<file path="src/rtl/ram_port_pkg.sv">
// Shared definitions for the block-RAM port initiators: access sizes,
// controller state encoding, lane write-enable masks and request helpers.
package ram_port_pkg;

  localparam logic [1:0] SIZE_BYTE = 2'b00;
  localparam logic [1:0] SIZE_HALF = 2'b01;
  localparam logic [1:0] SIZE_WORD = 2'b10;
  localparam logic [1:0] SIZE_ILL  = 2'b11;

  typedef enum logic [1:0] {
    ST_IDLE   = 2'd0,
    ST_ACCESS = 2'd1,
    ST_RDATA  = 2'd2
  } state_t;

  localparam logic [3:0] LANE_NONE = 4'b0000;
  localparam logic [3:0] LANE_B0   = 4'b0001;
  localparam logic [3:0] LANE_B1   = 4'b0010;
  localparam logic [3:0] LANE_B2   = 4'b0100;
  localparam logic [3:0] LANE_B3   = 4'b1000;
  localparam logic [3:0] LANE_LO   = 4'b0011;
  localparam logic [3:0] LANE_HI   = 4'b1100;
  localparam logic [3:0] LANE_ALL  = 4'b1111;

  // Illegal size is folded in here so the accept path has one reject test.
  function automatic logic req_misaligned(input logic [1:0] size, input logic [1:0] off);
    case (size)
      SIZE_BYTE: return 1'b0;
      SIZE_HALF: return off[0];
      SIZE_WORD: return (off != 2'b00);
      default:   return 1'b1;
    endcase
  endfunction

  // Only legal masks can come out of here; anything else maps to no write.
  function automatic logic [3:0] store_lanes(input logic [1:0] size, input logic [1:0] off);
    case (size)
      SIZE_BYTE: begin
        case (off)
          2'd0:    return LANE_B0;
          2'd1:    return LANE_B1;
          2'd2:    return LANE_B2;
          default: return LANE_B3;
        endcase
      end
      SIZE_HALF: return off[1] ? LANE_HI : LANE_LO;
      SIZE_WORD: return LANE_ALL;
      default:   return LANE_NONE;
    endcase
  endfunction

  // Replicating the right-justified data lets the lane enables pick the slot.
  function automatic logic [31:0] store_data(input logic [1:0] size, input logic [31:0] wdata);
    case (size)
      SIZE_BYTE: return {4{wdata[7:0]}};
      SIZE_HALF: return {2{wdata[15:0]}};
      default:   return wdata;
    endcase
  endfunction

endpackage

</file>
<file path="src/rtl/ram_load_extract.sv">
// Combinational load formatter: picks the addressed byte/half out of a RAM
// word and sign- or zero-extends it. Word loads pass through untouched.
module ram_load_extract
  import ram_port_pkg::*;
(
  input  logic [31:0] dout,
  input  logic [1:0]  off,
  input  logic [1:0]  size,
  input  logic        zero_ext,
  output logic [31:0] result
);

  logic [7:0]  lane_b;
  logic [15:0] lane_h;

  // Lane selection followed by extension.
  always_comb begin
    lane_b = 8'h00;
    lane_h = off[1] ? dout[31:16] : dout[15:0];
    result = dout;
    case (off)
      2'd0:    lane_b = dout[7:0];
      2'd1:    lane_b = dout[15:8];
      2'd2:    lane_b = dout[23:16];
      default: lane_b = dout[31:24];
    endcase
    case (size)
      SIZE_BYTE: result = zero_ext ? {24'h000000, lane_b} : {{24{lane_b[7]}}, lane_b};
      SIZE_HALF: result = zero_ext ? {16'h0000, lane_h}   : {{16{lane_h[15]}}, lane_h};
      default:   result = dout;
    endcase
  end

endmodule

</file>
<file path="src/rtl/ram_port_ctl.sv">
// Byte-enabled load/store initiator for one port of the shared block RAM.
//
//   state     | meaning
//   ----------+---------------------------------------------------------
//   ST_IDLE   | ready for a request; rejects bad ones with a 1-cycle error
//   ST_ACCESS | ram_en high for one cycle; RAM writes or samples address
//   ST_RDATA  | RAM read word present on ram_dout; format and respond
module ram_port_ctl
  import ram_port_pkg::*;
#(
  parameter int ADDR_WIDTH = 12
) (
  input  logic                  clk,
  input  logic                  rst_n,
  input  logic                  req_valid,
  output logic                  req_ready,
  input  logic                  req_write,
  input  logic [1:0]            req_size,
  input  logic                  req_unsigned,
  input  logic [ADDR_WIDTH+1:0] req_addr,
  input  logic [31:0]           req_wdata,
  output logic                  rsp_valid,
  output logic                  rsp_err,
  output logic [31:0]           rsp_rdata,
  output logic                  ram_en,
  output logic [3:0]            ram_we,
  output logic [ADDR_WIDTH-1:0] ram_addr,
  output logic [31:0]           ram_din,
  input  logic [31:0]           ram_dout
);

  state_t      state;
  logic [1:0]  lat_off;
  logic [1:0]  lat_size;
  logic        lat_zext;
  logic        lat_write;
  logic [31:0] load_word;

  ram_load_extract u_extract (
    .dout     (ram_dout),
    .off      (lat_off),
    .size     (lat_size),
    .zero_ext (lat_zext),
    .result   (load_word)
  );

  // Controller FSM; every output is registered so the RAM sees clean strobes.
  always_ff @(posedge clk or negedge rst_n) begin
    if (!rst_n) begin
      state     <= ST_IDLE;
      req_ready <= 1'b1;
      rsp_valid <= 1'b0;
      rsp_err   <= 1'b0;
      rsp_rdata <= 32'h0000_0000;
      ram_en    <= 1'b0;
      ram_we    <= LANE_NONE;
      ram_addr  <= '0;
      ram_din   <= 32'h0000_0000;
      lat_off   <= 2'b00;
      lat_size  <= SIZE_BYTE;
      lat_zext  <= 1'b0;
      lat_write <= 1'b0;
    end else begin
      rsp_valid <= 1'b0;
      rsp_err   <= 1'b0;
      case (state)
        ST_IDLE: begin
          if (req_valid && req_ready) begin
            if (req_misaligned(req_size, req_addr[1:0])) begin
              rsp_valid <= 1'b1;
              rsp_err   <= 1'b1;
            end else begin
              state     <= ST_ACCESS;
              req_ready <= 1'b0;
              ram_en    <= 1'b1;
              ram_addr  <= req_addr[ADDR_WIDTH+1:2];
              lat_off   <= req_addr[1:0];
              lat_size  <= req_size;
              lat_zext  <= req_unsigned;
              lat_write <= req_write;
              if (req_write) begin
                ram_we  <= store_lanes(req_size, req_addr[1:0]);
                ram_din <= store_data(req_size, req_wdata);
              end else begin
                ram_we  <= LANE_NONE;
              end
            end
          end
        end
        ST_ACCESS: begin
          ram_en <= 1'b0;
          ram_we <= LANE_NONE;
          if (lat_write) begin
            state     <= ST_IDLE;
            req_ready <= 1'b1;
            rsp_valid <= 1'b1;
          end else begin
            state <= ST_RDATA;
          end
        end
        ST_RDATA: begin
          state     <= ST_IDLE;
          req_ready <= 1'b1;
          rsp_valid <= 1'b1;
          rsp_rdata <= load_word;
        end
        default: begin
          state     <= ST_IDLE;
          req_ready <= 1'b1;
          ram_en    <= 1'b0;
          ram_we    <= LANE_NONE;
        end
      endcase
    end
  end

endmodule
</file>
<file path="config.mk">
export PLATFORM = sky130hd
export DESIGN_NAME = ram_port_ctl
export DESIGN_NICKNAME = d
export VERILOG_FILES = /design/src/rtl/ram_port_pkg.sv /design/src/rtl/ram_load_extract.sv /design/src/rtl/ram_port_ctl.sv
export SDC_FILE = /design/constraint.sdc
export NUM_CORES = 1
export LEC_CHECK = 0
export ABC_AREA = 0
export ABC_CLOCK_PERIOD_IN_PS = 2100
export BUFFER_PORTS_ARGS = -buffer_cell sky130_fd_sc_hd__buf_2
export CAP_MARGIN = 0
export CORE_ASPECT_RATIO = 1.1
export CORE_MARGIN = 5
export CORE_UTILIZATION = 49
export CTS_BUF_LIST = sky130_fd_sc_hd__clkbuf_16
export DETAILED_ROUTE_END_ITERATION = 8
export GPL_TIMING_DRIVEN = 0
export PLACE_DENSITY = 0.79
export SYNTH_ARGS = -nofsm -noshare
export SYNTH_HDL_FRONTEND = slang
export SYNTH_SLANG_ARGS = --single-unit
export TNS_END_PERCENT = 20
</file>
<file path="constraint.sdc">
create_clock -name clk -period 2.1 [get_ports clk]
set_input_delay 0.105 -clock clk [delete_from_list [all_inputs] [get_ports clk]]
set_output_delay 0.105 -clock clk [all_outputs]
set_load 0.05 [all_outputs]
</file>
# After elaboration in Yosys (flattened, before gate mapping)
# Cells that the tools add are included.
word_totals:
  wordCells: 71
  out_inout_bits: 84
  register_bits: 92
  inputBits: 85
classes:
  n_reduce_logical: 12
  bitwise: 2
  n_eq_ne: 12
  muxes: 32
ops:
  columns: ["cell", "n"]
  rows:
  - ["$pmux 32 s2", 2]
  - ["$mux 32", 2]
  - ["$pmux 4 s3", 2]
  - ["$pmux 8 s3", 1]
  - ["$mux 16", 1]
  - ["$mux 4", 4]
  - ["$mux 1", 11]
  - ["$eq 2x1->1 const B", 5]
  - ["$logic_not 2->1", 5]
  - ["$reduce_and 3->1", 3]
  - ["$eq 2x2->1 const B", 4]
  - ["$pmux 4 s2", 1]
  - ["$mux 2", 3]
  - ["$ne 2x2->1 const B", 3]
  - ["$pmux 1 s3", 2]
  - ["$pmux 1 s2", 2]
  - ["$pmux 2 s2", 1]
  - ["$reduce_and 4->1", 1]
  - ["$not 1->1", 2]
  - ["$reduce_and 2->1", 1]
  - ["$reduce_bool 2->1", 1]
  - ["$logic_and 1x1->1", 1]

# Depth between registers and ports, before layout
# Gate-level depths: netlist (run 1).
logic_depth:
  ltp_word: 7
  depth_mapped: 6
  mapped_depth_nobuf: 4

# Hierarchy
# From an unflattened synthesis (run 1), not the netlist that was laid out.
hier_totals:
  hier_cells: 412
  hier_area_um2: 4682.0
modules_own_cells:
  columns: ["mod", "area_per_inst_um2", "seq_area_each_um2", "cells_each", "n_inst"]
  rows:
  - ["ram_port_ctl", 3836.2, 2303.5, 297, 1]
  - ["ram_load_extract", 845.8, 0.0, 115, 1]

# Worst setup path before layout (run 1)
# No wires, ideal clock.
synth_path:
  path_kind: "register -> register"
  startpoint: "reg req_ready"
  endpoint: "reg ram_din[1]"
  stages_incl_launch_ff: 5
  period_less_slack_ns: 1.817
  n_path_buf: 1
  setup_ns: 0.125
  path_slack_ns: 0.283
  t_arrival_ns: 1.692
  required_ns: 1.975
  path_cell_list: "dfstp_2 -> nor3b_2 -> o2111ai_4 -> buf_6 -> mux2_4"
synth_between:
  elab_chain_len: 2
synth_rtl:
  columns: ["element", "line", "text"]
  rows:
  - ["start, declared", "ram_port_ctl.sv:16", "output logic req_ready,"]
  - ["start signal, assigned", "ram_port_ctl.sv:51", "req_ready <= 1'b1;"]
  - ["start signal, assigned", "ram_port_ctl.sv:74", "req_ready <= 1'b0;"]
  - ["start signal, assigned", "ram_port_ctl.sv:95", "req_ready <= 1'b1;"]
  - ["$logic_and 1x1->1", "ram_port_ctl.sv:68", "if (req_valid && req_ready) begin"]
  - ["$reduce_and 4->1 (no line)", null, null]
  - ["end signal, assigned", "ram_port_ctl.sv:83", "ram_din <= store_data(req_size, req_wdata);"]
  - ["end, declared", "ram_port_ctl.sv:28", "output logic [31:0] ram_din,"]
# No other way between the ends.
# A chain may end at the register's enable or synchronous reset.

# Worst setup path in the final report (run 1)
layout_path:
  startpoint: "reg req_ready"
  endpoint: "reg ram_din[20]"
# The elaborated chain is that of the path after synthesis.

==> impl_metrics.json, run 1 <==
{
  "status": "completed",
  "synth_largest_area_cell": "dfrtp_1",
  "hp-class": "in -> reg",
  "post_cts_buffers": 0,
  "cts_buffers": 9,
  "wl_met1_um": 5040,
  "synth_edf_count": 0,
  "syn_to_final_growth_pct": 31.9,
  "port-buffer-count": 167,
  "startpoint_type": "register",
  "ctsLongestPathBuffers": 2,
  "synthCells": 430,
  "p_leak_nw": 2.93,
  "fin_worst_skew_ns": 0.00693,
  "route.detailed.drc": 0,
  "dr_wl_met3_um": 1220,
  "post-dp-hpwl_um": 9820,
  "wl_per_cell_um": 17.7,
  "synth_fa_ha_area_share_pct": 0,
  "synthTopCellsByArea": "dfrtp_1 (51%), mux2i_1 (6.7%), mux2_2 (5.6%)",
  "top_layer": "met4",
  "crit_buf_inv": 1,
  "cpLargestDelayFamily": "flip-flops",
  "synth_area_per_cell_um2": 10.4,
  "tightest_slew_ns": 0.802,
  "slew_violations": 0,
  "rsz0062_at_grt": "no",
  "dieArea_um2": 11100,
  "synthDistinctLibCells": 42,
  "start_util_pct": 50.3,
  "crit_fanout": 10,
  "drv_cap": 0,
  "synth_top_family_by_area": "compound AO/OA/AOI/OAI gates",
  "ys_warn_count": 0,
  "synthArstFlopShare_pct": 100,
  "top_level_ports": 169,
  "cts_tree": "built",
  "drtIter0Drc": 119,
  "postRouteAntennaNets": 0,
  "die_x_um": 101,
  "clkSinkCount": 92,
  "htree_levels": 3,
  "synth_top_area_share_pct": 51.1,
  "drt-total-wl_um": 13100,
  "worstPathCellList": "nor3b_2 > o2111ai_4 > clkbuf_1 > nand2_1 > o21ai_0",
  "final_area_um2": 5880,
  "fin_crit_sh_pct": 84.4,
  "required_ns": 2.30,
  "dr.pass1.iters": 4,
  "power_density_nw_per_um2": 1260,
  "fillers": 736,
  "path_clk_slew_ns": 0.06,
  "cts_root_buf": "clkbuf_16",
  "grt_pass1_wl_um": 20700,
  "syn_nets": 515,
  "rows": 36,
  "cpMaxStageDelayCell": "dfstp_2",
  "vias": 4071,
  "synth_compound_area_share_pct": 16.4,
  "grt_pass1_vias": 4237,
  "place.gp.congestion": 0.956,
  "drive_gt1_share_pct": 38.1,
  "cp_data_arrival_time_ns": 1.97,
  "core_area_um2": 8870,
  "ir_drop_uv": 542,
  "slew_headroom_pct": 46.5,
  "cp-end-kind": "register",
  "hold_violations": 0,
  "dr_wl_met2_um": 6390,
  "die_h_um": 110,
  "cts_resized": 0,
  "placed_cell_area_um2": 5470,
  "critPathKind": "reg -> reg",
  "period_minus_slack_ns": 1.77,
  "vias_per_cell": 5.50,
  "worst_skew_pair.late_latency_ns": 0.34,
  "synthFlopType": "dfrtp_1",
  "syn_area_um2": 4460,
  "final.setup.tns_ns": 0,
  "layout.nets": 705,
  "synthMuxAreaShare_pct": 15.2,
  "grt_max_degree": 50,
  "antenna_found_initial": 1,
  "yosys.area_share.simple_pct": 13.0,
  "grt-ovfl-total": 0,
  "synth-xor-area-share_pct": 0,
  "setup_viol": 0,
  "ys_seq_area_share_pct": 51.7,
  "grt_use_total_pct": 24.0,
  "ys_seq_elements": 92,
  "timing.fmax_ghz": 0.564,
  "critPathMaxStageDelay_ns": 0.57
}
[cell usage in the layout (no fill, tap or decap), types with 2 or more instances in the layout]
cell type / count
mux2_4: 7
buf_6: 3
a221oi_1: 2
dfrtp_1: 91
nor3_1: 3
inv_1: 5
o22a_1: 6
nor2_1: 39
nand2_1: 55
a21oi_1: 46
o21ai_0: 37
mux2_1: 2
buf_1: 2
a211o_1: 2
o2bb2ai_1: 4
buf_2: 175
mux2i_1: 30
dlygate4sd3_1: 11
clkbuf_1: 17
nand2b_1: 4
mux2_2: 22
nand3b_1: 6
clkbuf_16: 9
nor2b_1: 8
nor3b_2: 2
a22oi_1: 6
nand3_1: 4
a21oi_2: 2
[worst reg2reg max path: stages, from the launching register on]
cell and delay (ns):
dfstp_2 0.57, nor3b_2 0.30, o2111ai_4 0.24, clkbuf_1 0.31, nand2_1 0.13, o21ai_0 0.09
[per-layer routing]
layer	up-vias	global-route usage [%]
met4	0	10.1
met2	197	39.9
met1	1957	29.5
li1	1888	-
met5	-	0
met3	29	6.54
[registers in the layout (all words and copies together), names as in the netlist]
register	count
lat_off	2
lat_size	2
lat_write	1
lat_zext	1
ram_addr	12
ram_din	32
ram_en	1
ram_we	4
req_ready	1
rsp_err	1
rsp_rdata	32
rsp_valid	1
state	2
[through the flow]
step | utilization, % | hold slack (ns) | power [mW] | std cells | setup WS [ns]
2_1_floorplan | - | -0.191 | 4.91 | 430 | 0.283
3_3_place_gp | 61.3 | 0.319 | 5.71 | 711 | 0.0816
4_1_cts | 66.2 | 0.000398 | 7.46 | 739 | 0.319
3_5_place_dp | 61.6 | 0.147 | 5.79 | 712 | 0.323
5_1_grt | 66.3 | 0.00671 | 7.78 | 740 | 0.213
6_report | 66.3 | 0.00695 | 7.41 | 740 | 0.328
[path summary, 6_finish.rpt]
| kind | startpoint | to | slack, ns | cells after the start |
|---|---|---|---|---|
| max | req_ready | ram_din[20] | 0.33 | 5 |
| min | req_addr[3] | ram_addr[1] | 0.007 | 2 |
| max reg2reg | req_ready | ram_din[20] | 0.33 | 5 |
| min reg2reg | lat_write | state[1] | 0.48 | 1 |
| max in group asynchronous | rst_n | ram_en | 1.16 | 3 |
| min in group asynchronous | rst_n | rsp_rdata[21] | 0.31 | 2 |
[cell type report]
cell class	count	area [um^2]	area share [%]
antenna	1	2.50	0.0426
timing repair buffer	179	976	16.6
inverter	5	18.8	0.319
buffer	31	150	2.55
multi-input combinational	302	1990	33.8
sequential	92	2300	39.2
tap	114	143	2.43
clock buffer	9	225	3.83
clock inverter	7	75.1	1.28
[Yosys cell counts (all sizes together) (2+ instances only)]
library cell / instances
a22oi: 6
mux2i: 30
nor3b: 2
nand2: 55
nand3b: 6
a211o: 2
nor2b: 9
nand2b: 5
o2111ai: 2
nand3: 4
o2bb2ai: 4
a21oi: 48
o21ai: 37
dfrtp: 91
nor3: 4
nor2: 40
inv: 5
buf: 14
a221oi: 2
o22a: 6
clkbuf: 17
mux2: 31
[where the power goes]
part           switching (mW)  internal [mW]  total, mW
Sequential              0.274           2.24       2.51
Combinational            2.40          0.869       3.27
Clock                   0.703          0.931       1.63
Total                    3.37           4.04       7.41
[kinds of logic (layout without fill, tap and decap cells)]
kind of cell | count (synthesis) | in the layout
multiplexers | 61 | 61
buffers and inverters | 36 | 231
AO/OA/AOI/OAI | 116 | 116
AND/OR/NAND/NOR | 125 | 125
other | 0 | 1
flip-flops | 92 | 92
[timing repair]
action,in CTS,in global routing
endpoints found under the hold margin,52,0
setup endpoints to repair,0,0
hold buffers,11,0
Note: power is estimated with default switching activity, not from simulation.
==> inputs of run 2 (changes only) <==
Settings changed: ABC_CLOCK_PERIOD_IN_PS 2100 to 1700.
Clock period 2.1 ns to 1.7 ns, I/O delays scaled along.
==> run 2 against run 1 <==
Effect of this change:
- combinational power rose by 25%
- via count rose by 1.4%
- power rose by 24%
- critical endpoint is now ram_din[7]
- critical path type unchanged
- fmax rose by 6.0%
- clock power rose by 25%
- die area did not move
- flip-flop and latch count did not move
==> impl_metrics.json, run 2 (same netlist as run 1, synthesis figures left out) <==
{
  "ctsLongestPathBuffers": 2,
  "antenna_cells": 0,
  "path_clk_slew_ns": 0.07,
  "fin_crit_sh_pct": 98.3,
  "grt_pass1_vias": 4296,
  "fin_worst_skew_ns": 0.00758,
  "core_area_um2": 8870,
  "cts_root_buf": "clkbuf_16",
  "crit_fanout": 10,
  "hold_violations": 0,
  "critPathKind": "reg -> reg",
  "syn_to_final_growth_pct": 33.9,
  "p_total_mw": 9.21,
  "cp-startpoint": "req_ready",
  "postRouteAntennaNets": 0,
  "fillers": 726,
  "antenna_found_initial": 0,
  "layout.nets": 711,
  "post-dp-hpwl_um": 9730,
  "power_density_nw_per_um2": 1540,
  "grt_max_degree": 69,
  "port-buffer-count": 167,
  "final_common_cell": "buf_2",
  "cp-end-kind": "register",
  "fin_ws_ns": 0.0281,
  "start_util_pct": 50.3,
  "rows": 36,
  "dr_wl_met2_um": 6370,
  "top_level_ports": 169,
  "p_leak_nw": 2.99,
  "cts_buffers": 9,
  "vias": 4129,
  "period_minus_slack_ns": 1.67,
  "slew_violations": 0,
  "drive_gt1_share_pct": 39.9,
  "htree_levels": 3,
  "wl_met1_um": 5210,
  "placed_cell_area_um2": 5480,
  "ir_drop_uv": 710,
  "cp-endpoint": "ram_din[7]",
  "final_area_um2": 5970,
  "status": "completed",
  "final.setup.tns_ns": 0,
  "grt_use_total_pct": 24.4,
  "dr_wl_met3_um": 1270,
  "required_ns": 1.93,
  "final_cell_mix": "buf_2 (177), dfrtp_1 (91), nand2_1 (55)",
  "drt-total-wl_um": 13200,
  "cp_data_arrival_time_ns": 1.91,
  "r2r_cells": 4,
  "tightest_slew_ns": 0.753,
  "grt_pass1_wl_um": 21000,
  "worstReg2RegStart": "req_ready",
  "die_h_um": 110,
  "rr_endpoint": "ram_din[7]",
  "route.detailed.drc": 0,
  "place.gp.congestion": 0.928,
  "grt-ovfl-total": 0,
  "setup_viol": 0,
  "dr.pass1.iters": 4,
  "drv_cap": 0,
  "reg.largest.list": "ram_din: 32 flops, rsp_rdata: 32 flops, ram_addr: 12 flops",
  "startpoint_type": "register",
  "post-place-cells": 712,
  "wl_per_cell_um": 17.8,
  "die_x_um": 101,
  "hold_ws_ns": 0.00549,
  "top_layer": "met4",
  "finalNonFillerCells": 745,
  "cts_tree": "built",
  "hp-class": "in -> reg",
  "vias_per_cell": 5.54,
  "slew_headroom_pct": 49.8,
  "r2r_slack_ns": 0.03,
  "place_ws_ns": -0.0218,
  "fin_util_pct": 67.3,
  "timing.fmax_ghz": 0.598,
  "rsz0062_at_grt": "yes",
  "clkSinkCount": 92,
  "worst_skew_pair.late_latency_ns": 0.35,
  "drtIter0Drc": 153,
  "dieArea_um2": 11100
}
==> run 2: cell type report <==
cell class	count	area, um^2	share of cell area, %
repair buffers	185	1040	17.3
clock inverters	7	75.1	1.26
well taps	114	143	2.39
inverters	5	18.8	0.314
clock buffers	9	225	3.77
multi-input cells	302	2000	33.5
plain buffers	31	169	2.83
flip-flops and latches	92	2300	38.6
==> run 2: worst min path at each step <==
stage | slack, ns | to | cells after the start | from
finish | 0.005 | rsp_rdata[20] | 3 | ram_dout[20]
CTS | 0.004 | rsp_rdata[20] | 3 | ram_dout[20]
global route | 0.009 | rsp_rdata[20] | 3 | ram_dout[20]
detailed placement | 0.02 | ram_addr[1] | 1 | rst_n
global placement | 0.32 | ram_addr[8] | 2 | req_addr[10]
floorplan | -0.21 | lat_off[0] | 0 | rst_n
==> run 2: critical path, stage by stage, from the launching register on <==
cell	delay (ns)
dfstp_2	0.57
nor3b_4	0.26
o2111ai_4	0.21
buf_6	0.22
mux2_4	0.30
==> run 2: what timing repair did <==
action	4_1_cts	5_1_grt
endpoints found under the setup margin	11	67
pin swaps	0	1
resized for setup	2	26
hold endpoints to repair	39	1
buffers inserted	0	0
hold buffers	16	1
==> run 2: report_power, final <==
group | switching, mW | internal (mW)
combinational | 2.99 | 1.10
clock | 0.887 | 1.15
sequential | 0.326 | 2.76
==> run 2: metal layers <==
metal  global-route usage (%)  up-vias
li1                         -     1897
met4                     9.97        0
met3                     7.80       33
met2                     40.8      200
met5                        0        -
met1                     29.1     1999
==> inputs of run 3 (changes only) <==
Settings changed: CORE_ASPECT_RATIO 1.1 to 0.9.
==> run 3 against run 2 <==
Effect of this change:
- setup slack got worse by 0.016 ns
- global-route usage shrank 0.57 points
- combinational power about the same
- design area is 0.34% higher
- sequential share of layout area decreased by 0.13 points
==> impl_metrics.json, run 3 (same netlist as run 1, synthesis figures left out) <==
{
  "rsz0062_at_grt": "yes",
  "core_area_um2": 9000,
  "hp-class": "in -> reg",
  "dr.pass1.iters": 4,
  "worst_skew_pair.late_latency_ns": 0.34,
  "post-dp-hpwl_um": 9680,
  "grt_max_degree": 48,
  "p_sw_mw": 4.15,
  "drv_cap": 0,
  "clkPwrFrac_pct": 20.3,
  "p_comb_share_pct": 45.4,
  "reg.largest.list": "ram_din: 32 flops, rsp_rdata: 32 flops, ram_addr: 12 flops",
  "ir_drop_uv": 858,
  "start_util_pct": 49.5,
  "grt_pass1_vias": 4226,
  "drtIter0Drc": 206,
  "timing.fmax_ghz": 0.592,
  "required_ns": 1.92,
  "critPathKind": "reg -> reg",
  "ctsLongestPathBuffers": 2,
  "internal-power_mw": 4.85,
  "vias_per_cell": 5.48,
  "rows": 33,
  "setup_viol": 0,
  "crit_fanout": 10,
  "critPathMaxStageDelay_ns": 0.57,
  "status": "completed",
  "fillers": 725,
  "htree_levels": 3,
  "power_density_nw_per_um2": 1500,
  "final_cell_mix": "buf_2 (177), dfrtp_1 (91), nand2_1 (55)",
  "fin_worst_skew_ns": 0.00871,
  "slew_violations": 0,
  "dieArea_um2": 11100,
  "tightest_slew_ns": 0.782,
  "seqPwrFrac_pct": 34.3,
  "cts_root_buf": "clkbuf_16",
  "p_leak_nw": 2.99,
  "vias": 4140,
  "cts_tree": "built",
  "drive_gt1_share_pct": 39.6,
  "worstPathCellList": "nor3b_4 > o2111ai_4 > buf_6 > mux2_4",
  "cp-end-kind": "register",
  "final_common_cell": "buf_2",
  "place.gp.congestion": 0.840,
  "p_sw_share_pct": 46.1,
  "clkSinkCount": 92,
  "cpMaxStageDelayCell": "dfstp_2",
  "hold_violations": 0,
  "antenna_cells": 0,
  "die_h_um": 101,
  "top_level_ports": 169,
  "placed_cell_area_um2": 5490,
  "layout.nets": 714,
  "grt-ovfl-total": 0,
  "postRouteAntennaNets": 0,
  "final_area_um2": 5990,
  "route.detailed.drc": 0,
  "grt_pass1_wl_um": 21300,
  "slew_headroom_pct": 47.8,
  "fin_crit_sh_pct": 99.3,
  "die_x_um": 111,
  "grt_use_total_pct": 23.8,
  "startpoint_type": "register",
  "port-buffer-count": 167,
  "cp_data_arrival_time_ns": 1.90,
  "drt-total-wl_um": 13100,
  "syn_to_final_growth_pct": 34.4,
  "p_total_mw": 9.00,
  "period_minus_slack_ns": 1.69,
  "antenna_found_initial": 0,
  "wl_per_cell_um": 17.4,
  "path_clk_slew_ns": 0.07,
  "cts_buffers": 9
}
run 3: power by group through the flow:
stage	sequential (mW)	clock (mW)	combinational [mW]
floorplan	5.00	0	1.08
global placement	3.09	0	3.97
detailed placement	3.12	0	4.05
CTS	3.08	1.86	4.09
global route	3.17	1.94	4.31
finish	3.09	1.83	4.08
run 3: final timing paths:
kind,from,to,slack (ns),cells past startpoint
min in group asynchronous,rst_n,ram_addr[4],0.29,2
max reg2reg,req_ready,ram_din[3],0.01,4
max,req_ready,ram_din[3],0.01,4
min,ram_dout[28],rsp_rdata[28],0.006,3
min reg2reg,ram_din[21],ram_din[21],0.48,2
max in group asynchronous,rst_n,ram_din[7],0.76,3
run 3: layer usage:
layer	GRT usage, %	vias up	routed length [um]	share of wire, %
met5	0	-	0	0
met4	7.01	0	155	1.2
met3	7.14	16	1210	9.2
met2	40.0	194	6290	48
met1	30.1	2017	5480	42
li1	-	1913	-	-
run 3: cell type report:
class	instances	area (um^2)	share of cell area, %
multi-input cells	302	2020	33.7
plain buffers	31	170	2.84
flip-flops and latches	92	2300	38.4
inverters	5	18.8	0.313
well taps	122	153	2.55
clock buffers	9	225	3.76
repair buffers	188	1060	17.7
clock inverters	7	43.8	0.731
run 3: repair_timing:
item                                    in CTS  in global routing
setup buffers                                0                  2
pin swaps                                    2                  2
gates cloned                                 0                  0
endpoints found under the setup margin      49                 68
hold endpoints to repair                    61                  0
hold buffers                                18                  0
resized for setup                           11                  9
run 3: per-stage QoR:
step,worst slack (ns),util [%],hold WS (ns),TNS (ns),std cells
2_1_floorplan,-0.0649,-,-0.211,-0.633,430
3_3_place_gp,-0.291,60.7,0.318,-25.98,719
3_5_place_dp,-0.139,61.0,0.130,-1.29,720
4_1_cts,-0.0332,66.3,0.0000778,-0.172,754
5_1_grt,-0.0557,66.6,0.00656,-0.792,756
6_report,0.0119,66.6,0.00566,0,756
run 3: worst max-delay path, delay by kind of cell (launching register included):
family	cells	cell delay [ns]
mux	1	0.30
compound gates	1	0.22
flops	1	0.57
buf+inv	1	0.22
simple gates	1	0.27
